==> config.mk <==
export PLATFORM = sky130hd
export DESIGN_NAME = cpu_bus_port
export DESIGN_NICKNAME = d
export VERILOG_FILES = /design/src/rtl/cpu_bus_port.sv
export SDC_FILE = /design/constraint.sdc
export NUM_CORES = 1
export LEC_CHECK = 0
export ABC_CLOCK_PERIOD_IN_PS = 1300
export BUFFER_PORTS_ARGS = -buffer_cell sky130_fd_sc_hd__clkbuf_2
export CORE_MARGIN = 5
export CORE_UTILIZATION = 30
export DETAILED_ROUTE_END_ITERATION = 10
export PLACE_DENSITY = 0.62
export SLEW_MARGIN = 5
export SYNTH_ARGS = -nofsm -noshare
export SYNTH_HDL_FRONTEND = slang
export SYNTH_SLANG_ARGS = --single-unit
export TNS_END_PERCENT = 10
==> constraint.sdc <==
create_clock -name clk -period 1.3 [get_ports clk]
set_input_delay 0.26 -clock clk [delete_from_list [all_inputs] [get_ports clk]]
set_output_delay 0.26 -clock clk [all_outputs]
set_load 0.01 [all_outputs]
==> src/rtl/cpu_bus_port.sv <==
// cpu_bus_port: latches one CPU request and runs it as a single strobed W_* bus transfer; optional bus timeout under `BUS_TIMEOUT_EN.
// Latency: strobe one cycle after req_en is sampled; rsp_ack one cycle after W_ACK (minimum 2 cycles from request, 3-cycle repeat).
// Backpressure: the CPU holds req_en until rsp_ack; the bus stalls the port by withholding W_ACK (bounded only with the timeout).
module cpu_bus_port #(
    parameter int unsigned TIMEOUT_CYCLES = 255
) (
    input  logic        clk,
    input  logic        W_RST,
    input  logic        req_en,
    input  logic        req_we,
    input  logic [31:0] req_addr,
    input  logic [31:0] req_wdata,
    input  logic [1:0]  req_thread,
    output logic [31:0] rsp_rdata,
    output logic        rsp_ack,
    output logic        rsp_err,
    output logic [31:0] W_ADDR,
    output logic [31:0] W_DATA_O,
    output logic        W_WRITE,
    output logic        W_STB,
    output logic [1:0]  W_TID,
    input  logic [31:0] W_DATA_I,
    input  logic        W_ACK
);

    typedef enum logic [1:0] {
        IDLE = 2'd0,
        BUS  = 2'd1,
        RESP = 2'd2
    } state_t;

    state_t      state_q, state_d;
    logic [31:0] rdata_q, rdata_d;
    logic [31:0] addr_q, addr_d;
    logic [31:0] wdata_q, wdata_d;
    logic [1:0]  tid_q, tid_d;
    logic        write_q, write_d;
    logic        stb_q, stb_d;
    logic        ack_q, ack_d;

`ifdef BUS_TIMEOUT_EN
    localparam logic [15:0] TIMEOUT_LIM = 16'(TIMEOUT_CYCLES);

    logic [15:0] wait_cnt_q, wait_cnt_d;
    logic        err_q, err_d;
`endif

    always_comb begin
        state_d = state_q;
        rdata_d = rdata_q;
        addr_d  = addr_q;
        wdata_d = wdata_q;
        tid_d   = tid_q;
        write_d = write_q;
        stb_d   = stb_q;
        ack_d   = 1'b0;
`ifdef BUS_TIMEOUT_EN
        wait_cnt_d = wait_cnt_q;
        err_d      = 1'b0;
`endif
        case (state_q)
            IDLE: begin
                if (req_en) begin
                    state_d = BUS;
                    stb_d   = 1'b1;
                    write_d = req_we;
                    addr_d  = req_addr;
                    wdata_d = req_wdata;
                    tid_d   = req_thread;
`ifdef BUS_TIMEOUT_EN
                    wait_cnt_d = 16'd0;
`endif
                end
            end
            BUS: begin
                // An ack on the timeout edge still completes normally.
                if (W_ACK) begin
                    state_d = RESP;
                    rdata_d = write_q ? 32'h0 : W_DATA_I;
                    ack_d   = 1'b1;
                    stb_d   = 1'b0;
                    write_d = 1'b0;
                end
`ifdef BUS_TIMEOUT_EN
                else if (wait_cnt_q == TIMEOUT_LIM) begin
                    state_d = RESP;
                    rdata_d = 32'hFFFF_FFFF;
                    ack_d   = 1'b1;
                    err_d   = 1'b1;
                    stb_d   = 1'b0;
                    write_d = 1'b0;
                end else begin
                    wait_cnt_d = wait_cnt_q + 16'd1;
                end
`endif
            end
            RESP: begin
                // req_en deliberately not looked at here, so dropping it on ack is safe.
                state_d = IDLE;
            end
            default: begin
                state_d = IDLE;
                stb_d   = 1'b0;
                write_d = 1'b0;
            end
        endcase
    end

    always_ff @(posedge clk) begin
        if (W_RST) begin
            state_q <= IDLE;
            rdata_q <= 32'h0;
            addr_q  <= 32'h0;
            wdata_q <= 32'h0;
            tid_q   <= 2'd0;
            write_q <= 1'b0;
            stb_q   <= 1'b0;
            ack_q   <= 1'b0;
        end else begin
            state_q <= state_d;
            rdata_q <= rdata_d;
            addr_q  <= addr_d;
            wdata_q <= wdata_d;
            tid_q   <= tid_d;
            write_q <= write_d;
            stb_q   <= stb_d;
            ack_q   <= ack_d;
        end
    end

`ifdef BUS_TIMEOUT_EN
    always_ff @(posedge clk) begin
        if (W_RST) begin
            wait_cnt_q <= 16'd0;
            err_q      <= 1'b0;
        end else begin
            wait_cnt_q <= wait_cnt_d;
            err_q      <= err_d;
        end
    end

    assign rsp_err = err_q;
`else
    assign rsp_err = 1'b0;
`endif

    assign rsp_rdata = rdata_q;
    assign rsp_ack   = ack_q;
    assign W_ADDR    = addr_q;
    assign W_DATA_O  = wdata_q;
    assign W_WRITE   = write_q;
    assign W_STB     = stb_q;
    assign W_TID     = tid_q;

endmodule

==> reports/metrics.cfg <==
[drt]
num_vias=3367
drt_iter0_markers=145
ant_nets=0
wl_mm=10.4
route.detailed.drc=0
wire_per_inst_um=14.2
viasPerCell=4.59
drt_first_pass_iters=4

[synthesis]
synthArstFlopShare=0
synthesis.nets=489
synth.top_cell.area_share=0.586
yosys_most_used_dff=dfxtp_1
yosysUniqueCellTypes=22
synth_edf_count=0
syn_avg_cell_area_um2=9.11
seq_area_frac_synth=0.586
yosysMostFrequentCell=nand2_1
yosys-top-cells-count=133 x nand2_1, 103 x dfxtp_1, 68 x a21oi_1
ys_ff_latch=103
ys_warn_count=0
yosysTopAreaCell=dfxtp_1
synth_area_um2=3520
synthTopCellsByArea=dfxtp_1 59%, nand2_1 14%, a21oi_1 9.7%
synthCells=386

[die]
dieArea_um2=14000
start_util=0.307
rows=39
chipWidth_um=118
die_height_um=118
ios=205
coreArea_um2=11500

[run_status]
status=complete, but fails checks
violations=setup timing

[layout]
nets=689
drive_gt1_frac=0.460
fillers=1142
diodes=0
area_growth_pct=49.5
fin_cells=734

[clocking]
clock_latency_ps=330
htree_levels=3
postCtsHoldBufs=0
root_buffer=clkbuf_16
clock_sinks=103
cts_tree=yes
cts_made_buffers=9
cts_buffer_depth=2
clk_pin_slew_ps=70

[worst_setup_path]
start_kind=flip-flop
crit_type=flip-flop to flip-flop
cp_num_buf_inv=1
required_ps=1510
cp.arrival_ps=1530
rrSetupSlack_ps=-20
rr_startpoint=state_q[0]
crit_chain=or3b_4 -> clkbuf_16 -> nand2_4 -> a21oi_2
reg2reg_depth=4
cp_max_fo=8
critical-path-top-delay-family=simple AND/OR/NAND/NOR gates
end_kind=flip-flop
crit_slowest_cell=or3b_4
rr_endpoint=W_DATA_O[26]
cpPeakStageDelay_ps=480

[power]
vdd_drop_max_v=0.000691
p_leak_uw=0.00249
p_per_area_nw_per_um2=1360

[place]
gp_congestion=0.756
dpl.hpwl_mm=6.88
io_buffers=203
post-place-cells=709

[sta]
hold_violations=0
timing.hold.ws_ps=133
rsz0062_at_grt=true
fmax_mhz=757
post-route-min-period_ps=1320
fin_crit_sh=1.02
setup_viol=26
setup_slack_ps=-20.5
slew_violations=0
clock_skew_ps=7.74

[grt]
overflow=0
grt_pass1_vias=3302
grt_max_degree=71
grt_use_total=0.130
antenna_found_initial=0
grt_pass1_wl_mm=15.4

[min_path]
holdPathEnd=rsp_rdata[9]
min_path_type=input port to flip-flop
min_from=W_DATA_I[9]
hold_depth=2

[run]
max-cap-violations=0

cell families (layout without fill, tap and decap cells):
logic type / after synthesis / count (layout) / synth area share
AOI/OAI and AO/OA: 105 / 105 / 0.187
buffers and inverters: 33 / 237 / 0.0565
DFF: 103 / 103 / 0.586
other: 1 / 1 / 0.00107
and+or+nand+nor: 144 / 145 / 0.169
area by class of cell:
cell class,instances,area (um2),share of cell area
clock buffer,11,243,0.0462
clock inverter,5,57.6,0.0109
inverter,2,7.51,0.00143
multi-input combinational,251,1410,0.267
sequential,103,2070,0.393
tap,143,179,0.0340
timing repair buffer,219,1300,0.247
worst max-delay path by stage:
stage / end / start / depth (start not counted)
finish: W_DATA_O[26] / state_q[0] / 4
floorplan: W_ADDR[0] / state_q[0] / 6
detailed placement: W_DATA_O[22] / state_q[0] / 4
global placement: W_TID[1] / req_en / 5
CTS: W_DATA_O[22] / state_q[0] / 4
global route: W_DATA_O[26] / state_q[0] / 4
state kept, by name, indices dropped and copies added, names as in the netlist:
signal / cells
rsp_rdata: 32
W_DATA_O: 32
rsp_ack: 1
W_STB: 1
W_WRITE: 1
W_ADDR: 32
W_TID: 2
state_q: 2
cell usage in the layout (no fill, tap or decap), drive strengths merged:
cell | netlist | routed
a22o | 32 | 32
nand2 | 133 | 133
bufinv | 0 | 1
conb | 1 | 1
or3b | 1 | 2
a21o | 1 | 1
o21ba | 1 | 1
a31oi | 1 | 1
a211oi | 2 | 2
clkinv | 0 | 1
clkinvlp | 0 | 3
nor4 | 1 | 1
nand2b | 4 | 4
clkbuf | 10 | 218
inv | 2 | 2
nor3b | 1 | 1
dfxtp | 103 | 103
a21oi | 68 | 68
nand3b | 2 | 2
buf | 21 | 12
nor3 | 2 | 2
report_power, final:
| part | switching [uW] | internal [uW] | total, uW |
|---|---|---|---|
| Combinational | 541 | 485 | 1030 |
| Clock | 1130 | 1540 | 2680 |
| Sequential | 108 | 3330 | 3440 |
| Total | 1780 | 5360 | 7140 |
repair_timing:
item	4_1_cts	5_1_grt
endpoints found under the setup margin	91	98
resized for setup	1	43
cloned	0	9
pin swaps	0	11
setup buffers	0	0
metrics by stage:
stage	power (uW)	TNS (ps)	area [um2]	worst slack (ps)	utilization
3_5_place_dp	4370	-631	4660	-26.7	0.406
5_1_grt	7490	-2970	5260	-73.6	0.459
6_report	7140	-239	5260	-20.5	0.459
4_1_cts	7080	-1.40	4960	-1.40	0.432
3_3_place_gp	4350	-9.90	4660	-9.90	0.406
2_1_floorplan	3960	-353	3520	-8.83	-
metal layers:
metal | global-route usage | vias to the layer above | part of all wire
met2 | 0.216 | 137 | 0.47
met4 | 0.0495 | 0 | 0.012
met5 | 0 | - | 0
met1 | 0.154 | 1527 | 0.43
li1 | - | 1694 | -
met3 | 0.0454 | 9 | 0.084
No activity file was read; power rests on OpenSTA's default activity.
